### config.mk
export PLATFORM = sky130hd
export DESIGN_NAME = axi_dma_desc_credit_ctrl_flat
export DESIGN_NICKNAME = d
export VERILOG_FILES = /design/src/rtl/axi_dma_desc_credit_ctrl_if.sv /design/src/rtl/axi_dma_desc_credit_ctrl.sv /design/src/flat_wrapper.sv
export SDC_FILE = /design/constraint.sdc
export NUM_CORES = 1
export LEC_CHECK = 0
export CAP_MARGIN = 20
export CORE_AREA = 10 10 108 86
export CTS_CLUSTER_SIZE = 28
export DETAILED_ROUTE_END_ITERATION = 6
export DIE_AREA = 0 0 118 96
export GPL_TIMING_DRIVEN = 0
export PLACE_DENSITY = 0.8
export SYNTH_ARGS = -nofsm -noshare
export SYNTH_HDL_FRONTEND = slang
export SYNTH_SLANG_ARGS = --single-unit
export TNS_END_PERCENT = 20
### constraint.sdc
create_clock -name clk -period 4.61 [get_ports clk]
set_input_delay 1.1525 -clock clk [delete_from_list [all_inputs] [get_ports clk]]
set_output_delay 1.1525 -clock clk [all_outputs]
set_load 0.03 [all_outputs]
### src/rtl/axi_dma_desc_credit_ctrl_if.sv
// Descriptor stream bundle (one lane per port) between sources, governor and mux.
interface axi_dma_desc_credit_ctrl_if #(
   parameter int PORTS          = 2,
   parameter int AXI_ADDR_WIDTH = 16,
   parameter int LEN_WIDTH      = 20,
   parameter int TAG_WIDTH      = 8
);
   logic [PORTS*AXI_ADDR_WIDTH-1:0] addr;
   logic [PORTS*LEN_WIDTH-1:0]      len;
   logic [PORTS*TAG_WIDTH-1:0]      tag;
   logic [PORTS-1:0]                valid;
   logic [PORTS-1:0]                ready;

   modport master (output addr, output len, output tag, output valid, input ready);
   modport slave  (input addr, input len, input tag, input valid, output ready);
endinterface

### src/rtl/axi_dma_desc_credit_ctrl.sv
// Per-port outstanding-descriptor governor: zero-latency pass-through with credit-gated
// valid/ready, completion accounting, sticky error and underflow reporting.
module axi_dma_desc_credit_ctrl #(
   parameter int PORTS           = 2,
   parameter int AXI_ADDR_WIDTH  = 16,
   parameter int LEN_WIDTH       = 20,
   parameter int TAG_WIDTH       = 8,
   parameter int MAX_OUTSTANDING = 16,
   parameter int CNT_WIDTH       = $clog2(MAX_OUTSTANDING+1)
) (
   input  logic                       clk,
   input  logic                       rst,
   axi_dma_desc_credit_ctrl_if.slave  s_axis_desc,
   axi_dma_desc_credit_ctrl_if.master m_axis_desc,
   input  logic [PORTS-1:0]           s_axis_desc_status_valid,
   input  logic [PORTS*4-1:0]         s_axis_desc_status_error,
   input  logic [PORTS-1:0]           enable,
   input  logic [PORTS*CNT_WIDTH-1:0] limit,
   input  logic [PORTS-1:0]           clear_error,
   output logic [PORTS*CNT_WIDTH-1:0] outstanding,
   output logic [PORTS-1:0]           port_idle,
   output logic [PORTS-1:0]           error_sticky,
   output logic [PORTS-1:0]           underflow
);

   localparam logic [CNT_WIDTH-1:0] MAX_CNT = CNT_WIDTH'(MAX_OUTSTANDING);

   logic [CNT_WIDTH-1:0] cnt_q     [PORTS];
   logic [CNT_WIDTH-1:0] cnt_d     [PORTS];
   logic [CNT_WIDTH-1:0] eff_limit [PORTS];
   logic [PORTS-1:0]     hold_q;
   logic [PORTS-1:0]     allow;
   logic [PORTS-1:0]     m_valid;
   logic [PORTS-1:0]     issue;
   logic [PORTS-1:0]     comp;
   logic [PORTS-1:0]     err_seen;

   assign m_axis_desc.addr  = s_axis_desc.addr;
   assign m_axis_desc.len   = s_axis_desc.len;
   assign m_axis_desc.tag   = s_axis_desc.tag;
   assign m_axis_desc.valid = m_valid;

   always_comb begin
      allow       = '0;
      m_valid     = '0;
      issue       = '0;
      comp        = '0;
      err_seen    = '0;
      port_idle   = '0;
      outstanding = '0;
      s_axis_desc.ready = '0;
      for (int unsigned i = 0; i < PORTS; i++) begin
         eff_limit[i] = (limit[i*CNT_WIDTH +: CNT_WIDTH] > MAX_CNT) ? MAX_CNT
                                                                   : limit[i*CNT_WIDTH +: CNT_WIDTH];
         // hold keeps an already-presented descriptor valid regardless of enable/limit changes
         allow[i]   = hold_q[i] | (enable[i] & (cnt_q[i] < eff_limit[i]));
         m_valid[i] = s_axis_desc.valid[i] & allow[i] & ~rst;
         s_axis_desc.ready[i] = m_axis_desc.ready[i] & allow[i] & ~rst;
         issue[i]    = m_valid[i] & m_axis_desc.ready[i];
         comp[i]     = s_axis_desc_status_valid[i];
         err_seen[i] = comp[i] & (s_axis_desc_status_error[i*4 +: 4] != 4'h0);
         port_idle[i] = (cnt_q[i] == '0) & ~m_valid[i];
         outstanding[i*CNT_WIDTH +: CNT_WIDTH] = cnt_q[i];
      end
   end

   always_comb begin
      for (int unsigned i = 0; i < PORTS; i++) begin
         cnt_d[i] = cnt_q[i];
         unique case ({issue[i], comp[i]})
            2'b10:   cnt_d[i] = cnt_q[i] + 1'b1;
            2'b01:   if (cnt_q[i] != '0) cnt_d[i] = cnt_q[i] - 1'b1;
            2'b11:   if (cnt_q[i] == '0) cnt_d[i] = CNT_WIDTH'(1);
            default: cnt_d[i] = cnt_q[i];
         endcase
      end
   end

   always_ff @(posedge clk) begin
      if (rst) begin
         hold_q       <= '0;
         error_sticky <= '0;
         underflow    <= '0;
         for (int unsigned i = 0; i < PORTS; i++) cnt_q[i] <= '0;
      end else begin
         hold_q    <= m_valid & ~m_axis_desc.ready;
         underflow <= '0;
         for (int unsigned i = 0; i < PORTS; i++) begin
            cnt_q[i]     <= cnt_d[i];
            underflow[i] <= comp[i] & (cnt_q[i] == '0);
            if (err_seen[i])         error_sticky[i] <= 1'b1;
            else if (clear_error[i]) error_sticky[i] <= 1'b0;
         end
      end
   end

endmodule

### src/flat_wrapper.sv
// flat-port wrapper written by rule: the top's interface ports become plain ports
module axi_dma_desc_credit_ctrl_flat 
#(
   parameter int PORTS           = 2,
   parameter int AXI_ADDR_WIDTH  = 16,
   parameter int LEN_WIDTH       = 20,
   parameter int TAG_WIDTH       = 8,
   parameter int MAX_OUTSTANDING = 16,
   parameter int CNT_WIDTH       = $clog2(MAX_OUTSTANDING+1)
)
  (clk, rst, s_axis_desc_status_valid, s_axis_desc_status_error, enable, limit, clear_error, outstanding, port_idle, error_sticky, underflow, s_axis_desc_addr, s_axis_desc_len, s_axis_desc_tag, s_axis_desc_valid, s_axis_desc_ready, m_axis_desc_addr, m_axis_desc_len, m_axis_desc_tag, m_axis_desc_valid, m_axis_desc_ready);
  axi_dma_desc_credit_ctrl_if #(.PORTS(PORTS), .AXI_ADDR_WIDTH(AXI_ADDR_WIDTH), .LEN_WIDTH(LEN_WIDTH), .TAG_WIDTH(TAG_WIDTH)) s_axis_desc_i ();
  axi_dma_desc_credit_ctrl_if #(.PORTS(PORTS), .AXI_ADDR_WIDTH(AXI_ADDR_WIDTH), .LEN_WIDTH(LEN_WIDTH), .TAG_WIDTH(TAG_WIDTH)) m_axis_desc_i ();
  input  logic clk;
  input  logic rst;
  input  logic [PORTS-1:0] s_axis_desc_status_valid;
  input  logic [PORTS*4-1:0] s_axis_desc_status_error;
  input  logic [PORTS-1:0] enable;
  input  logic [PORTS*CNT_WIDTH-1:0] limit;
  input  logic [PORTS-1:0] clear_error;
  output logic [PORTS*CNT_WIDTH-1:0] outstanding;
  output logic [PORTS-1:0] port_idle;
  output logic [PORTS-1:0] error_sticky;
  output logic [PORTS-1:0] underflow;
  input wire logic [$bits(s_axis_desc_i.addr)-1:0] s_axis_desc_addr;
  input wire logic [$bits(s_axis_desc_i.len)-1:0] s_axis_desc_len;
  input wire logic [$bits(s_axis_desc_i.tag)-1:0] s_axis_desc_tag;
  input wire logic [$bits(s_axis_desc_i.valid)-1:0] s_axis_desc_valid;
  output wire logic [$bits(s_axis_desc_i.ready)-1:0] s_axis_desc_ready;
  output wire logic [$bits(m_axis_desc_i.addr)-1:0] m_axis_desc_addr;
  output wire logic [$bits(m_axis_desc_i.len)-1:0] m_axis_desc_len;
  output wire logic [$bits(m_axis_desc_i.tag)-1:0] m_axis_desc_tag;
  output wire logic [$bits(m_axis_desc_i.valid)-1:0] m_axis_desc_valid;
  input wire logic [$bits(m_axis_desc_i.ready)-1:0] m_axis_desc_ready;
  assign s_axis_desc_i.addr = s_axis_desc_addr;
  assign s_axis_desc_i.len = s_axis_desc_len;
  assign s_axis_desc_i.tag = s_axis_desc_tag;
  assign s_axis_desc_i.valid = s_axis_desc_valid;
  assign s_axis_desc_ready = s_axis_desc_i.ready;
  assign m_axis_desc_addr = m_axis_desc_i.addr;
  assign m_axis_desc_len = m_axis_desc_i.len;
  assign m_axis_desc_tag = m_axis_desc_i.tag;
  assign m_axis_desc_valid = m_axis_desc_i.valid;
  assign m_axis_desc_i.ready = m_axis_desc_ready;
  axi_dma_desc_credit_ctrl #(.PORTS(PORTS), .AXI_ADDR_WIDTH(AXI_ADDR_WIDTH), .LEN_WIDTH(LEN_WIDTH), .TAG_WIDTH(TAG_WIDTH), .MAX_OUTSTANDING(MAX_OUTSTANDING), .CNT_WIDTH(CNT_WIDTH)) u_core (.clk(clk), .rst(rst), .s_axis_desc(s_axis_desc_i), .m_axis_desc(m_axis_desc_i), .s_axis_desc_status_valid(s_axis_desc_status_valid), .s_axis_desc_status_error(s_axis_desc_status_error), .enable(enable), .limit(limit), .clear_error(clear_error), .outstanding(outstanding), .port_idle(port_idle), .error_sticky(error_sticky), .underflow(underflow));
endmodule
Yosys cells after proc, flatten, opt, wreduce, memory -nomap -nowiden
Memory sizes are Yosys's and may differ from the RTL's. Cells that the tools add are included.

Memory bits (writable): 10. Bits in registers: 6. Input bits: 118. Logic and storage cells: 71. Memories: 1. Output and inout bits: 108.

Memories: u_core.cnt_q (words 2, width 5, rd ports 2, clocked after memory_dff 0, write ports 2, line axi_dma_desc_credit_ctrl.sv:28) `logic [CNT_WIDTH-1:0] cnt_q [PORTS];`.

Reduce and logical (&&, ||, !) cells: 8. Mux-type cells: 17. Add/subtract/negate cells: 4. Bitwise gates (word level): 27. Order comparisons: 4. Equality and inequality tests: 6.

Operators with widths (number): 5-bit 2-to-1 mux (8); 5-bit case mux with 3 select lines (2); 1-bit bitwise AND (18); 5-bit by 1-bit adder with 5-bit output (second input constant) (2); 5-bit greater-than comparator (second input constant) (2); 5-bit zero test (2); 5-bit less-than comparator (2); 5-bit nonzero test (2); 5-bit by 1-bit subtractor with 5-bit output (second input constant) (2); 2-bit equality test (second input constant) (4); 4-bit nonzero test (2); 1-bit 2-to-1 mux (7); 2-bit by 1-bit equality test with 1-bit output (second input constant) (2); 1-bit bitwise OR (4); 2-bit nonzero test (2); 1-bit inverter (3); 2-bit bitwise AND (1); 2-bit inverter (1).

Longest topological paths before layout
Gate-level depths: netlist of the first run.

Depth after elaboration: 11. Mapped depth: 15.

Least setup slack after synthesis of the first run
Ideal clock, no wire load.

Path type: input port to output port. From: input limit[4]. To: output port_idle[0]. Setup slack: 0.125 ns. Arrival time: 3.333 ns. Cell stages on the path: 9. Required time: 3.458 ns. Cell sequence: inv_1 > nand2_1 > ha_1 > a21oi_1 > o22ai_1 > nor4bb_1 > nor2_1 > nor3b_1 > nor2_1.

Word-level cells in the longest chain between the ends: 9.

Ends and longest elaborated chain: from (decl) (line flat_wrapper.sv:19) `input logic [PORTS*CNT_WIDTH-1:0] limit;`; 5-bit greater-than comparator (line axi_dma_desc_credit_ctrl.sv:53) `eff_limit[i] = (limit[i*CNT_WIDTH +: CNT_WIDTH] > MAX_CNT) ? MAX_CNT`; 5-bit 2-to-1 mux * (line axi_dma_desc_credit_ctrl.sv:53); 5-bit less-than comparator * (line axi_dma_desc_credit_ctrl.sv:56) `allow[i] = hold_q[i] | (enable[i] & (cnt_q[i] < eff_limit[i]));`; 1-bit bitwise AND * (line axi_dma_desc_credit_ctrl.sv:56); 1-bit bitwise OR * (line axi_dma_desc_credit_ctrl.sv:56); 1-bit bitwise AND * (2 in a row) (line axi_dma_desc_credit_ctrl.sv:57) `m_valid[i] = s_axis_desc.valid[i] & allow[i] & ~rst;`; net m_axis_desc_valid[0] (line flat_wrapper.sv:33) `output wire logic [$bits(m_axis_desc_i.valid)-1:0] m_axis_desc_valid;`; 1-bit inverter * (line axi_dma_desc_credit_ctrl.sv:62) `port_idle[i] = (cnt_q[i] == '0) & ~m_valid[i];`; 1-bit bitwise AND * (line axi_dma_desc_credit_ctrl.sv:62); to (decl) (line flat_wrapper.sv:22) `output logic [PORTS-1:0] port_idle;`.

Mark *: on every way through the listed nets, which the timed path passes. The rest lies on a longest branch.

==> results of run 1 <==
power groups by stage:
stage / clock network (mW) / logic [mW] / registers (mW)
after floorplan: 0 / 0.484 / 0.291
after global placement: 0 / 0.833 / 0.232
after detailed placement: 0 / 0.853 / 0.233
after CTS: 0.112 / 0.839 / 0.230
after global routing: 0.117 / 0.893 / 0.238
final: 0.108 / 0.827 / 0.229
cell type report:
class | count | area share (%)
repair buffers | 135 | 39.2
multi-input cells | 109 | 25.1
plain buffers | 91 | 19.8
flip-flops and latches | 16 | 9.43
well taps | 101 | 3.72
inverters | 14 | 1.55
clock buffers | 3 | 1.22
path summary, 6_finish.rpt:
check                      endpoint  depth (start not counted)
min reg2reg  u_core.error_sticky[0]                          2
min          u_core.error_sticky[0]                          2
max reg2reg      u_core.cnt_q[0][9]                         13
max              u_core.cnt_q[0][9]                         16
state kept, by name (all words and copies together) (netlist names):
signal               count
u_core.cnt_q            10
u_core.error_sticky      2
u_core.hold_q            2
u_core.underflow         2
cell usage in the layout (no fill, tap or decap), drive strengths merged, types with 2 or more instances in the layout:
cell type and count:
dlygate4sd2 3, fa 2, a21o 3, inv 14
xnor2 5, nand2 15, mux2i 4, clkbuf 9
xor2 2, buf 88, a211oi 3, a22oi 3
clkdlybuf4s50 129, nor4 3, ha 14, dfxtp 16
o21ai 4, o2bb2ai 3, nor3b 5, o211ai 2
nor2 9, nand2b 5, a311oi 2, a21oi 7
o41ai 2, nor2b 2, nor3 3
logic make-up after synthesis:
logic type	count (synthesis)	share of synthesized area [%]
DFF	16	16.9
xor gates and xnor gates	7	3.24
adders and majority gates	16	11.4
AOI/OAI and AO/OA	32	13.0
muxes	5	2.71
buffers and inverters	105	38.3
and+or+nand+nor	49	14.5
layer usage:
metal	vias to the layer above	GRT usage (%)	part of all wire, %
met5	-	0	0
met4	0	2.05	0.88
met3	4	4.97	8.9
met2	102	21.9	54
met1	879	12.1	36
li1	967	-	-
worst max-delay path: cells and delay by family:
kind / cells / cell delay (ns)
adder cells (fa/ha/maj): 2 / 0.59
AO/OA/AOI/OAI: 5 / 1.21
buffers and inverters: 3 / 0.65
AND/OR/NAND/NOR: 6 / 1.01
timing repair:
item / 4_1_cts / 5_1_grt
setup endpoints to repair: 6 / 4
gates resized for setup: 7 / 7
setup buffers: 0 / 0
pin swaps: 0 / 1
hold endpoints to repair: 0 / 0
cloned: 0 / 0
==> flow_metrics.py, run 1 <==
metrics = {
    "clock_tree": {
        "clockRootBuffer": "clkbuf_8",
        "numCtsBuffers": 3,
        "ctsHoldBuffers": 0,
        "numClockSinks": 16,
        "cts.reportedPaths.clkPinSlew_ns": 0.07,
        "h-tree-depth": 1,
        "clock_latency_ns": 0.25,
        "clockBufferDepth": 2,
        "cts_tree": "yes",
    },
    "grt": {
        "first_global_vias": 2088,
        "grt_usage_pct": 11.6,
        "grt_max_degree": 11,
        "grt_overflow": 0,
        "grt_pass1_wl_um": 10800,
        "antenna_found_initial": 0,
    },
    "yosys": {
        "synth-main-ff-cell": "dfxtp_1",
        "syn_inst": 230,
        "synthDistinctLibCells": 40,
        "syn_area_um2": 1890,
        "synth_area_leaders": "buf_4, dfxtp_1, ha_1",
        "synth_seq_cells": 16,
        "async_flop_share_pct": 0,
        "ys_warn_count": 0,
        "yosysTopAreaCell": "buf_4",
        "ys_seq_area_share_pct": 16.9,
        "ys_top_cells_by_count": "buf_4, dfxtp_1, nand2_1",
        "synth_top_area_share_pct": 34.9,
        "syn_avg_cell_area_um2": 8.23,
        "synth_nets": 364,
        "synth_edf_count": 0,
        "post-synth-top-count-cell": "buf_4",
    },
    "sta": {
        "final_max_slew_viol_count": 0,
        "worst_slack_ns": 0.146,
        "rsz0062_at_grt": "yes",
        "worstMarginPinSlew_ns": 0.580,
        "setup-violations-final": 0,
        "hold_ws_ns": 0.471,
        "fin_setup_tns_ns": 0,
        "finalCriticalPeriod_ns": 4.46,
        "fmax_mhz": 224,
        "clock_skew_ns": 0.00193,
        "maxSlewHeadroom_pct": 61.4,
        "final_hold_viol_count": 0,
        "period_share_pct": 96.8,
    },
    "pwr": {
        "pwr_density_cell_nw_per_um2": 343,
        "netSwitchingFraction_pct": 48.6,
        "pwr-share-clk_pct": 9.3,
        "power_switching_uw": 565,
        "seq_power_share_pct": 19.7,
        "power_mw": 1.16,
        "p_int_uw": 599,
        "peakVddDrop_mv": 0.210,
        "combinationalPowerShare_pct": 71.0,
        "power.leakage_nw": 1.52,
    },
    "finish": {
        "nNetsFinal": 504,
        "regArea_um2": 320,
        "syn_to_final_growth_pct": 79.5,
        "fin_util_pct": 47.4,
        "final_area_um2": 3400,
        "multi_input_area_um2": 853,
        "drive_above_1_share_pct": 27.7,
        "fin_cells": 469,
        "fillers": 711,
        "diodes": 0,
    },
    "setup_path": {
        "cp_cell_sequence": "clkdlybuf4s50_1 -> inv_1 -> nand2_1 -> ha_1 -> o21ai_0 -> o211ai_2 -> a2111oi_4 -> nand2b_1 -> inv_1 -> ha_1 -> nor2b_1 -> o21ai_0 -> nand2b_1 -> nor3_1 -> a311oi_1 -> nor4_1",
        "critPathMaxFanout": 8,
        "worstPathArrival_ns": 4.62,
        "cp-start-kind": "input port",
        "startpoint": "limit[9]",
        "crit_path_top_delay_cell": "a2111oi_4",
        "worstPathRequired_ns": 4.77,
        "rrSetupSlack_ns": 1.28,
        "endpoint_kind": "flop",
        "slowest_delay_ns": 0.58,
        "r2r_start": "u_core.cnt_q[0][6]",
        "worst-setup-path-type": "in2reg",
    },
    "route": {
        "dr.first_iter.drc_count": 38,
        "final_antenna_net_count": 0,
        "num_vias": 1952,
        "wl_per_cell_um": 15.8,
        "via_per_inst": 4.16,
        "first_pass_iters": 4,
        "route.detailed.drc": 0,
        "wirelength_um": 7420,
    },
    "worst_hold_path": {
        "worstHoldStart": "u_core.error_sticky[0]",
        "holdCritPathClass": "reg2reg",
    },
    "placed_design": {
        "placed_cell_area_um2": 3370,
        "placed_cells": 466,
        "pre_cts_ws_ns": -0.325,
        "globalplace.congestion": 0.770,
        "dp_hpwl_um": 6850,
        "port_buffers": 135,
    },
    "die": {
        "dieHeight_um": 96,
        "die_area_um2": 11300,
        "dieWidth_um": 118,
        "rows": 27,
        "ios": 226,
        "initial_utilization_pct": 26.4,
        "coreArea_um2": 7160,
    },
    "run_status": {
        "status": "complete, no violations",
    },
    "job": {
        "drv_cap": 0,
    },
}
Power figures use the tool's default switching activity.
==> inputs of run 2 (changes only) <==
- CORE_AREA: 10 10 108 86 -> 10 10 112 89
- DIE_AREA: 0 0 118 96 -> 0 0 122 99
- PLACE_DENSITY: 0.8 -> 0.78
- clock period: 4.61 -> 3.8 ns (I/O delays scaled with it)
==> flow_metrics.py, run 2 (synthesis gave the netlist of run 1 again) <==
metrics = {
    "sta": {
        "maxSlewHeadroom_pct": 56.9,
        "period_share_pct": 96.9,
        "clock_skew_ns": 0.00126,
        "worstMarginPinSlew_ns": 0.646,
        "fin_setup_tns_ns": 0,
        "setup-violations-final": 0,
        "hold_ws_ns": 0.478,
        "worst_slack_ns": 0.117,
        "final_hold_viol_count": 0,
        "final_max_slew_viol_count": 0,
        "fmax_mhz": 272,
        "finalCriticalPeriod_ns": 3.68,
    },
    "grt": {
        "grt_max_degree": 11,
        "grt_pass1_wl_um": 11300,
        "grt_usage_pct": 11.5,
        "first_global_vias": 2163,
        "antenna_found_initial": 1,
        "grt_overflow": 0,
    },
    "die": {
        "initial_utilization_pct": 24.5,
        "coreArea_um2": 7740,
        "ios": 226,
        "dieWidth_um": 122,
        "die_area_um2": 12100,
        "rows": 28,
        "dieHeight_um": 99,
    },
    "route": {
        "wl_per_cell_um": 16.3,
        "num_vias": 2000,
        "via_per_inst": 4.17,
        "wirelength_um": 7830,
        "route.detailed.drc": 0,
        "first_pass_iters": 4,
        "final_antenna_net_count": 0,
        "dr.first_iter.drc_count": 31,
    },
    "clock_tree": {
        "ctsHoldBuffers": 0,
        "cts.reportedPaths.clkPinSlew_ns": 0.07,
        "cts_tree": "yes",
        "numCtsBuffers": 3,
        "clock_latency_ns": 0.25,
        "h-tree-depth": 1,
        "clockBufferDepth": 2,
        "clockRootBuffer": "clkbuf_8",
        "numClockSinks": 16,
    },
    "placed_design": {
        "placed_cells": 470,
        "dp_hpwl_um": 6870,
        "pre_cts_ws_ns": -0.763,
        "port_buffers": 135,
        "globalplace.congestion": 0.762,
        "placed_cell_area_um2": 3380,
    },
    "worst_hold_path": {
        "holdCritPathClass": "reg2reg",
        "hold_depth": 2,
        "hold_end": "u_core.error_sticky[1]",
        "worstHoldStart": "u_core.error_sticky[1]",
    },
    "setup_path": {
        "worstPathArrival_ns": 3.84,
        "r2r_start": "u_core.cnt_q[0][2]",
        "r2r_end": "u_core.cnt_q[0][4]",
        "worstPathRequired_ns": 3.96,
        "rr_worst_depth": 10,
        "cp-start-kind": "input port",
        "critPathMaxFanout": 4,
        "worst-setup-path-type": "in2reg",
        "endpoint_kind": "flop",
        "rrSetupSlack_ns": 0.85,
    },
    "pwr": {
        "power_mw": 1.54,
        "pwr_density_cell_nw_per_um2": 430,
        "power.leakage_nw": 1.58,
        "peakVddDrop_mv": 0.223,
    },
    "finish": {
        "fin_cells": 480,
        "mostFrequentLayoutCells": "clkdlybuf4s50_1, buf_4, dfxtp_1, nand2_1, inv_1",
        "final_area_um2": 3580,
        "syn_to_final_growth_pct": 89.0,
        "fin_util_pct": 46.2,
        "drive_above_1_share_pct": 34.0,
        "final_common_cell": "clkdlybuf4s50_1",
        "nNetsFinal": 509,
        "largest_register_ffs": 10,
        "largest-register": "u_core.cnt_q",
        "fillers": 756,
    },
    "job": {
        "drv_cap": 0,
    },
    "run_status": {
        "status": "complete, no violations",
    },
}
## run 2: cell types whose count changed in the layout (fill, tap and decap cells not counted), sizes merged
cell,delta
clkdlybuf4s50,-5
dlygate4sd2,-1
clkdlybuf4s15,+1
clkbuf,-2
dlymetal6s2s,+3
diode,+1
buf,+10
## run 2: metal layers
layer,vias to the layer above,track usage (%),part of all wire (%)
li1,983,-,-
met1,925,11.2,33
met2,90,22.6,57
met3,2,3.99,9.2
met4,0,2.47,0.61
met5,-,0,0
## run 2: how the worst max path moves through the flow
stage / end / from
detailed placement: u_core.cnt_q[0][9] / limit[9]
global route: u_core.cnt_q[0][9] / limit[6]
CTS: m_axis_desc_valid[0] / limit[3]
floorplan: port_idle[1] / limit[9]
finish: u_core.cnt_q[0][9] / limit[6]
global placement: u_core.cnt_q[0][9] / limit[9]
## run 2: area by class of cell
type                       count  area, µm²  area share (%)
antenna                        1       2.50          0.0699
buffer                        91        672            18.8
clock buffer                   4       55.1            1.54
inverter                      14       52.6            1.47
multi-input combinational    109        971            27.1
sequential                    16        320            8.95
tap                          105        131            3.67
timing repair buffer         140       1370            38.4
## run 2: power by group
part	total [mW]	internal [mW]	switching [mW]
Combinational	1.09	0.496	0.599
Sequential	0.292	0.215	0.0761
Clock	0.153	0.0919	0.0614
Total	1.54	0.803	0.736
## run 2: worst max-delay path, stage by stage
cell and delay (ns):
clkdlybuf4s50_1 0.45, nand2_1 0.05, ha_2 0.19, nor4b_4 0.23
o211ai_2 0.18, a2111oi_4 0.44, nand2b_4 0.20, inv_2 0.07
ha_4 0.22, nor2b_1 0.13, o21ai_1 0.11, nand2b_1 0.13
and4_2 0.26, nor4_1 0.24
## run 2: repair_timing
| action | in CTS | in global routing |
|---|---|---|
| endpoints found under the setup margin | 9 | 9 |
| cloned | 0 | 0 |
| gates resized for setup | 38 | 21 |
| setup buffers | 2 | 3 |
| pin swaps | 11 | 16 |
